$ cat src/rtl/dff_bank_arbiter.sv
// dff_bank_arbiter: round-robin arbiter sequencing writes from N_REQ requesters into one shared register
module dff_bank_arbiter #(
  parameter int N_REQ = 4,
  parameter int WIDTH = 8
) (
  input  logic                       clk,
  input  logic                       reset,
  input  logic [N_REQ-1:0]           req,
  input  logic [N_REQ*WIDTH-1:0]     wdata,
  input  logic                       clr,
  output logic [N_REQ-1:0]           grant,
  output logic [N_REQ-1:0]           ack,
  output logic [$clog2(N_REQ)-1:0]   owner,
  output logic                       busy,
  output logic [WIDTH-1:0]           q,
  output logic                       q_valid
);
  localparam int OW = $clog2(N_REQ);
  localparam logic [OW:0] NR = (OW+1)'(N_REQ);
  localparam logic [N_REQ-1:0] ONE = N_REQ'(1);
  typedef enum logic [1:0] {IDLE, WRITE, RELEASE} state_t;
  state_t state, state_n;
  logic [OW-1:0] ptr, ptr_n, owner_n, winner;
  logic [OW:0] idx;
  logic [N_REQ-1:0] grant_n, ack_n;
  logic [WIDTH-1:0] q_n;
  logic q_valid_n;
  assign busy = state != IDLE;
  // scan downward in offset so the requester closest to ptr is the last (winning) assignment
  always_comb begin
    winner = ptr;
    idx = '0;
    for (int k = N_REQ-1; k >= 0; k--) begin
      idx = {1'b0, ptr} + (OW+1)'(k);
      idx = idx >= NR ? idx - NR : idx;
      if (req[idx[OW-1:0]]) winner = idx[OW-1:0];
    end
  end
  always_comb begin
    state_n = state;
    ptr_n = ptr;
    owner_n = owner;
    grant_n = grant;
    ack_n = '0;
    q_n = q;
    q_valid_n = q_valid;
    case (state)
      IDLE: if (|req) begin
        grant_n = ONE << winner;
        owner_n = winner;
        state_n = WRITE;
      end
      WRITE: begin
        q_n = wdata[owner*WIDTH +: WIDTH];
        q_valid_n = 1'b1;
        ack_n = ONE << owner;
        state_n = RELEASE;
      end
      RELEASE: if (!req[owner]) begin
        grant_n = '0;
        ptr_n = owner == OW'(N_REQ-1) ? '0 : owner + 1'b1;
        state_n = IDLE;
      end
      default: state_n = IDLE;
    endcase
    if (clr) begin
      q_n = '0;
      q_valid_n = 1'b0;
    end
  end
  always_ff @(posedge clk or posedge reset) begin
    if (reset) begin
      state <= IDLE;
      ptr <= '0;
      owner <= '0;
      grant <= '0;
      ack <= '0;
      q <= '0;
      q_valid <= 1'b0;
    end else begin
      state <= state_n;
      ptr <= ptr_n;
      owner <= owner_n;
      grant <= grant_n;
      ack <= ack_n;
      q <= q_n;
      q_valid <= q_valid_n;
    end
  end
endmodule

$ cat config.mk
export PLATFORM = sky130hd
export DESIGN_NAME = dff_bank_arbiter
export DESIGN_NICKNAME = d
export VERILOG_FILES = /design/src/rtl/dff_bank_arbiter.sv
export SDC_FILE = /design/constraint.sdc
export NUM_CORES = 1
export LEC_CHECK = 0
export ABC_AREA = 1
export CAP_MARGIN = 20
export CORE_UTILIZATION = 35
export DETAILED_ROUTE_END_ITERATION = 8
export PLACE_DENSITY = 0.72
export RECOVER_POWER = 100
export SYNTH_ARGS = -nofsm -noshare
export SYNTH_HDL_FRONTEND = slang
export SYNTH_SLANG_ARGS = --single-unit
$ cat constraint.sdc
create_clock -name clk -period 1.4 [get_ports clk]
set_clock_uncertainty 0.1 [all_clocks]
set_input_delay 0.28 -clock clk [delete_from_list [all_inputs] [get_ports clk]]
set_output_delay 0.28 -clock clk [all_outputs]
set_load 0.02 [all_outputs]
== Word-level counts from Yosys, hierarchy flattened ==
Cells that the tools add are included.

* Logic and storage cells: 72
* Input bits: 39
* Flip-flop bits (word level): 23
* Output and inout port bits: 20

* Mux-type cells: 30
* Equal/unequal tests: 5
* Bitwise operators: 1
* $add $sub $neg: 8
* Magnitude comparators: 9
* Shift operators: 3
* Reduce and logical (&&, ||, !) cells: 9

{| class="wikitable"
|+ Operator list
! operator !! count
|-
| 32-bit by 6-bit indexed part select with 8-bit output || 1
|-
| 2-bit two-way mux || 11
|-
| 8-bit two-way mux || 2
|-
| 2-bit by 3-bit less-than comparator with 1-bit output, second input constant || 5
|-
| 4-bit two-way mux || 3
|-
| 1-bit binary-select mux with 2-bit select || 5
|-
| 3-bit >= comparator, second input constant || 3
|-
| 4-bit case mux with 2 select lines || 1
|-
| 1-bit by 2-bit << shifter with 4-bit output, first input constant || 2
|-
| 2-bit by 1-bit subtractor with 2-bit output, second input constant || 4
|-
| 1-bit two-way mux || 7
|-
| 2-bit by 2-bit adder with 3-bit output, second input constant || 2
|-
| 2-bit case mux with 3 select lines || 1
|-
| 2-bit AND reduction || 3
|-
| 2-bit nonzero test || 3
|-
| 2-bit equality test, second input constant || 2
|-
| 2-bit inequality test, second input constant || 2
|-
| 4-bit OR reduction || 1
|-
| 2-bit by 1-bit adder with 3-bit output, second input constant || 1
|-
| 2-bit by 3-bit >= comparator with 1-bit output, second input constant || 1
|-
| 3-bit AND reduction || 1
|-
| 2-bit by 1-bit adder with 2-bit output, second input constant || 1
|-
| 2-bit by 1-bit equality test with 1-bit output, second input constant || 1
|-
| 2-bit logical NOT || 1
|-
| 1-bit NOT || 1
|}

== Logic depth before layout (Yosys ltp) ==
* Depth after elaboration: 12
* Gate-level depth with buffers: 12
* Depth with buffers taken out: 12

== Worst setup path before layout ==
No wires, ideal clock.

* Path type: reg-to-reg
* Start point: reg owner[0]
* End point: reg ptr[1]
* Arrival: 1.276 ns
* Setup slack: -0.099 ns
* Required time: 1.177 ns
* Path buffers: 1
* Cell stages (with the launch flop): 6
* Setup time: 0.123 ns
* Cell sequence: dfrtp_1 > inv_1 > buf_2 > ha_1 > nor2_1 > a21oi_1

* Cells in the longest elaborated chain, start to end: 4

{| class="wikitable"
|+ RTL lines
! what !! line !! source
|-
| start, declared || 13 || <nowiki>output logic [$clog2(N_REQ)-1:0] owner,</nowiki>
|-
| start signal, assigned || 83 || <nowiki>owner <= owner_n;</nowiki>
|-
| 1-bit binary-select mux with 2-bit select || 59 || <nowiki>RELEASE: if (!req[owner]) begin</nowiki>
|-
| 1-bit two-way mux (implied by the code) || 59 ||
|-
| 1-bit NOT (no source line) || -- ||
|-
| 2-bit AND reduction (no source line) || -- ||
|-
| end signal, assigned || 82 || <nowiki>ptr <= ptr_n;</nowiki>
|-
| end, declared || 23 || <nowiki>logic [OW-1:0] ptr, ptr_n, owner_n, winner;</nowiki>
|}

Several ways; a longest one is shown, not always the timed one. The select of a mux whose other input is x is not followed.
A chain may end at the register's enable or synchronous reset.

== Final worst setup path ==
* Start point: reg ptr[0]
* End point: reg grant[0]

* Cells in the longest elaborated chain, start to end: 12

{| class="wikitable"
|+ RTL lines
! what !! line !! source
|-
| 2-bit by 2-bit adder with 3-bit output || 34 || <nowiki>idx = {1'b0, ptr} + (OW+1)'(k);</nowiki>
|-
| 3-bit >= comparator / 2-bit by 1-bit subtractor with 2-bit output (equally long branches) || 35 || <nowiki>idx = idx >= NR ? idx - NR : idx;</nowiki>
|-
| 2-bit two-way mux || 35 ||
|-
| 1-bit binary-select mux with 2-bit select || 36 || <nowiki>if (req[idx[OW-1:0]]) winner = idx[OW-1:0];</nowiki>
|-
| 1-bit two-way mux (implied by the code) || 36 ||
|-
| 2-bit two-way mux (3 in series) || 36 ||
|-
| 2-bit two-way mux (*) || 36 ||
|-
| 1-bit by 2-bit << shifter with 4-bit output (*) || 49 || <nowiki>grant_n = ONE << winner;</nowiki>
|-
| 4-bit two-way mux (*) || 48 || <nowiki>IDLE: if (|req) begin</nowiki>
|-
| 4-bit case mux with 2 select lines (*) || 47 || <nowiki>case (state)</nowiki>
|-
| end signal, assigned || 84 || <nowiki>grant <= grant_n;</nowiki>
|-
| end, declared || 11 || <nowiki>output logic [N_REQ-1:0] grant,</nowiki>
|}

Mark *: on every way between the ends. The rest lies on a longest branch, timed or not. The select of a mux whose other input is x is not followed.

==> metrics <==
share of power burned in the clock network=7.9%; Via density=slightly below 5; drt total wl=4654 um; combinational share of power=a little under three quarters; failing checks=negative setup slack; hpwl dp=3159 um; Worst-Margin Slew=574.4 ps; Post-synth EDFFs=0; warnings from Yosys=0; Inst Count DP=323; Worst Path Arrival=1640 ps; Synth Register Bits=23; Clock Latency Late Sink=about 270 ps; Sw Pwr=0.002639 W; CTS tree=built; Via Count=between 1500 and 2000; Clock transition at path regs=90 ps; status=complete, but fails checks; Root Buffer=clkbuf_8; final slew viol count=0; Total GRT Usage=21.33%; Sw Ratio=47.80%; vias in the first global route=1500; Placed Area=roughly 2200 sq um; cell taking the most area after synthesis=dfrtp_1; first-pass GRT wire length=6927 um; power per cell area=about 2200 nW/um^2; crit end category=register; routability cong.=0.8484; Final min period=1577 ps; worst-path cell chain=buf_6, o21ai_4, nand2_2, nand2_1, inv_1, nand2_2, nand2_2, nand2_2, nand2_4, nand3_2, nand2_1; H-tree levels=1; RSZ-0062 raised after global routing=yes; total power=0.005520 W; max_cap viols=0; endpoints failing setup=16; Seq pwr share=20.7%; Worst Path Max Fanout=6; peak supply drop=about 0.99 mV; Post-synth top cells=nand2_1 (53), nand3_1 (29), dfrtp_1 (23), nor2_1 (23); Syn Area/Cell=7.005 sq um; First-pass DRT Iterations=4; final-stage net count=between 300 and 400; Seq/Total Area, Yosys=around 40%; Worst setup SP type=register; Starting Density=37.52%; row cnt=22; Synth cell types=24; DRT iter0 DRCs=79; DR WL/cell=13.93 um; initial antenna violation count=0; die height=65.59 um; Syn-to-layout area delta=78.25%; CP Class=register to register; fin area=about 2500 sq um; final critical-path share of the clock period=112.6%; CP max stage cell=dfrtp_1; Synthesized Nets=between 200 and 250; Core Region=3771 sq um; Peak Freq=634.1 MHz; clock sinks=23; Internal=0.002881 W; # IOs=around 60; number of CTS-inserted buffers=3; fin cells=334; Final WS setup=-177.1 ps; largest net degree at the start of global routing=24; Die ar.=4301 sq um; Syn Std Cell Area=1415 sq um; Overflow after GRT=0; Max stage delay on crit path=around 430 ps; share of layout cells above drive strength 1=about a third; diodes inserted=0; IO buf count=58; most frequent CP cell=nand2_2; Area contributors post-synth=dfrtp_1 (41%), nand2_1 (14%), nand3_1 (10%), o21ai_0 (6.4%), nor2_1 (6.1%); most common cell in the netlist=nand2_1; Worst Hold Class=register to register; slew margin rel.=61.70%; DRC viols=0; Hold-fix buffers, CTS=0; Chip Width=65.59 um; antenna-violating nets left=0; delay-heaviest family, CP=simple AND/OR/NAND/NOR gates; Final Hold Viols=0; Synth Instances=between 200 and 250; WP data required=1470 ps; top cell type's share of synthesized area=40.67%; leakage=1.262 nW; Async SR Flop Fraction=100.0%; Primary FF master, synth=dfrtp_1; Critical path buffers and inverters=2; clk buf depth=2
-- layer usage --
metal	share of wire (%)	track usage, %	vias up
met5	0	0	-
met2	51	34.79	33
met3	2.6	3.819	11
met4	2.3	7.609	0
li1	-	-	835
met1	44	28.06	768
-- power groups by stage --
stage	Clock, W	Sequential (W)	Combinational (W)
floorplan	0	0.00141	0.00156
global placement	0	0.00115	0.00307
detailed placement	0	0.00115	0.00309
CTS	0.000441	0.00113	0.00313
global route	0.000469	0.00117	0.00427
finish	0.000434	0.00114	0.00394
-- sequential cells by signal, summed over array words and instances, names as in the netlist --
| register | cells |
|---|---|
| grant | 4 |
| ack | 4 |
| owner | 2 |
| q_valid | 1 |
| q | 8 |
| state | 2 |
| ptr | 2 |
-- kinds of logic (layout without fill, tap and decap cells) --
group           count (synthesis)  after routing  synth area share (%)
simple gates                  111            111                 33.07
compound gates                 36             36                 14.32
buf+inv                        28            112                 8.399
flops                          23             23                 40.67
fa+ha+maj                       4              4                 3.537
-- timing repair --
action                                 CTS  global route
setup buffers                            1             5
gates resized for setup                 50            70
endpoints found under the hold margin    0             0
gates cloned                             0             1
pin swaps                                6            25
setup endpoints to repair               30            21
-- layout make-up --
class	count	area [sq um]
Inverter	20	77.57
Clock inverter	1	7.507
Multi-Input combinational cell	151	928.4
Timing Repair Buffer	88	829.5
Tap cell	48	60.06
Sequential cell	23	578.1
Fill cell	298	1249
Clock buffer	3	41.29
-- through the flow --
stage | setup WS [ps] | util (%) | setup TNS (ps) | hold slack [ps]
6_report | -177.1 | 66.89 | -1090 | 386.1
5_1_grt | -286.9 | 66.89 | -2372 | 414.6
4_1_cts | -104.5 | 60.78 | -600.5 | 218.6
3_5_place_dp | -466.1 | 58.46 | -4140 | 369.1
3_3_place_gp | -520.4 | 58.46 | -4319 | 370.6
2_1_floorplan | -13.38 | - | -13.38 | 181.8
-- worst reg2reg max path: cells and delay by family, from the launching register on --
kind,cells,cell delay (ps)
buffers and inverters,2,210
AO/OA/AOI/OAI,1,160
flip-flops,1,430
AND/OR/NAND/NOR,8,570
-- placed cells by master, fill, tap and decap left out, types with 5 or more instances in the layout --
cell type         n
nand2_1          39
clkdlybuf4s50_1  33
nand3_1          24
dfrtp_1          21
dlygate4sd2_1    19
nor2_1           18
buf_4            18
inv_1            16
nand2_2          15
buf_6            10
o21ai_1           9
o21ai_2           6
nand3_2           5
o22ai_2           5
-- worst paths after layout --
check                      depth (start not counted)     start        to  slack (ps)
min in group asynchronous                          3     reset      q[5]         470
max in group asynchronous                          3     reset  owner[0]         320
min reg2reg                                        2  grant[3]  grant[3]         390
max                                               11    ptr[0]  grant[0]        -180
max reg2reg                                       11    ptr[0]  grant[0]        -180
min                                                2  grant[3]  grant[3]         390
Note: power is estimated with default switching activity, not from simulation.
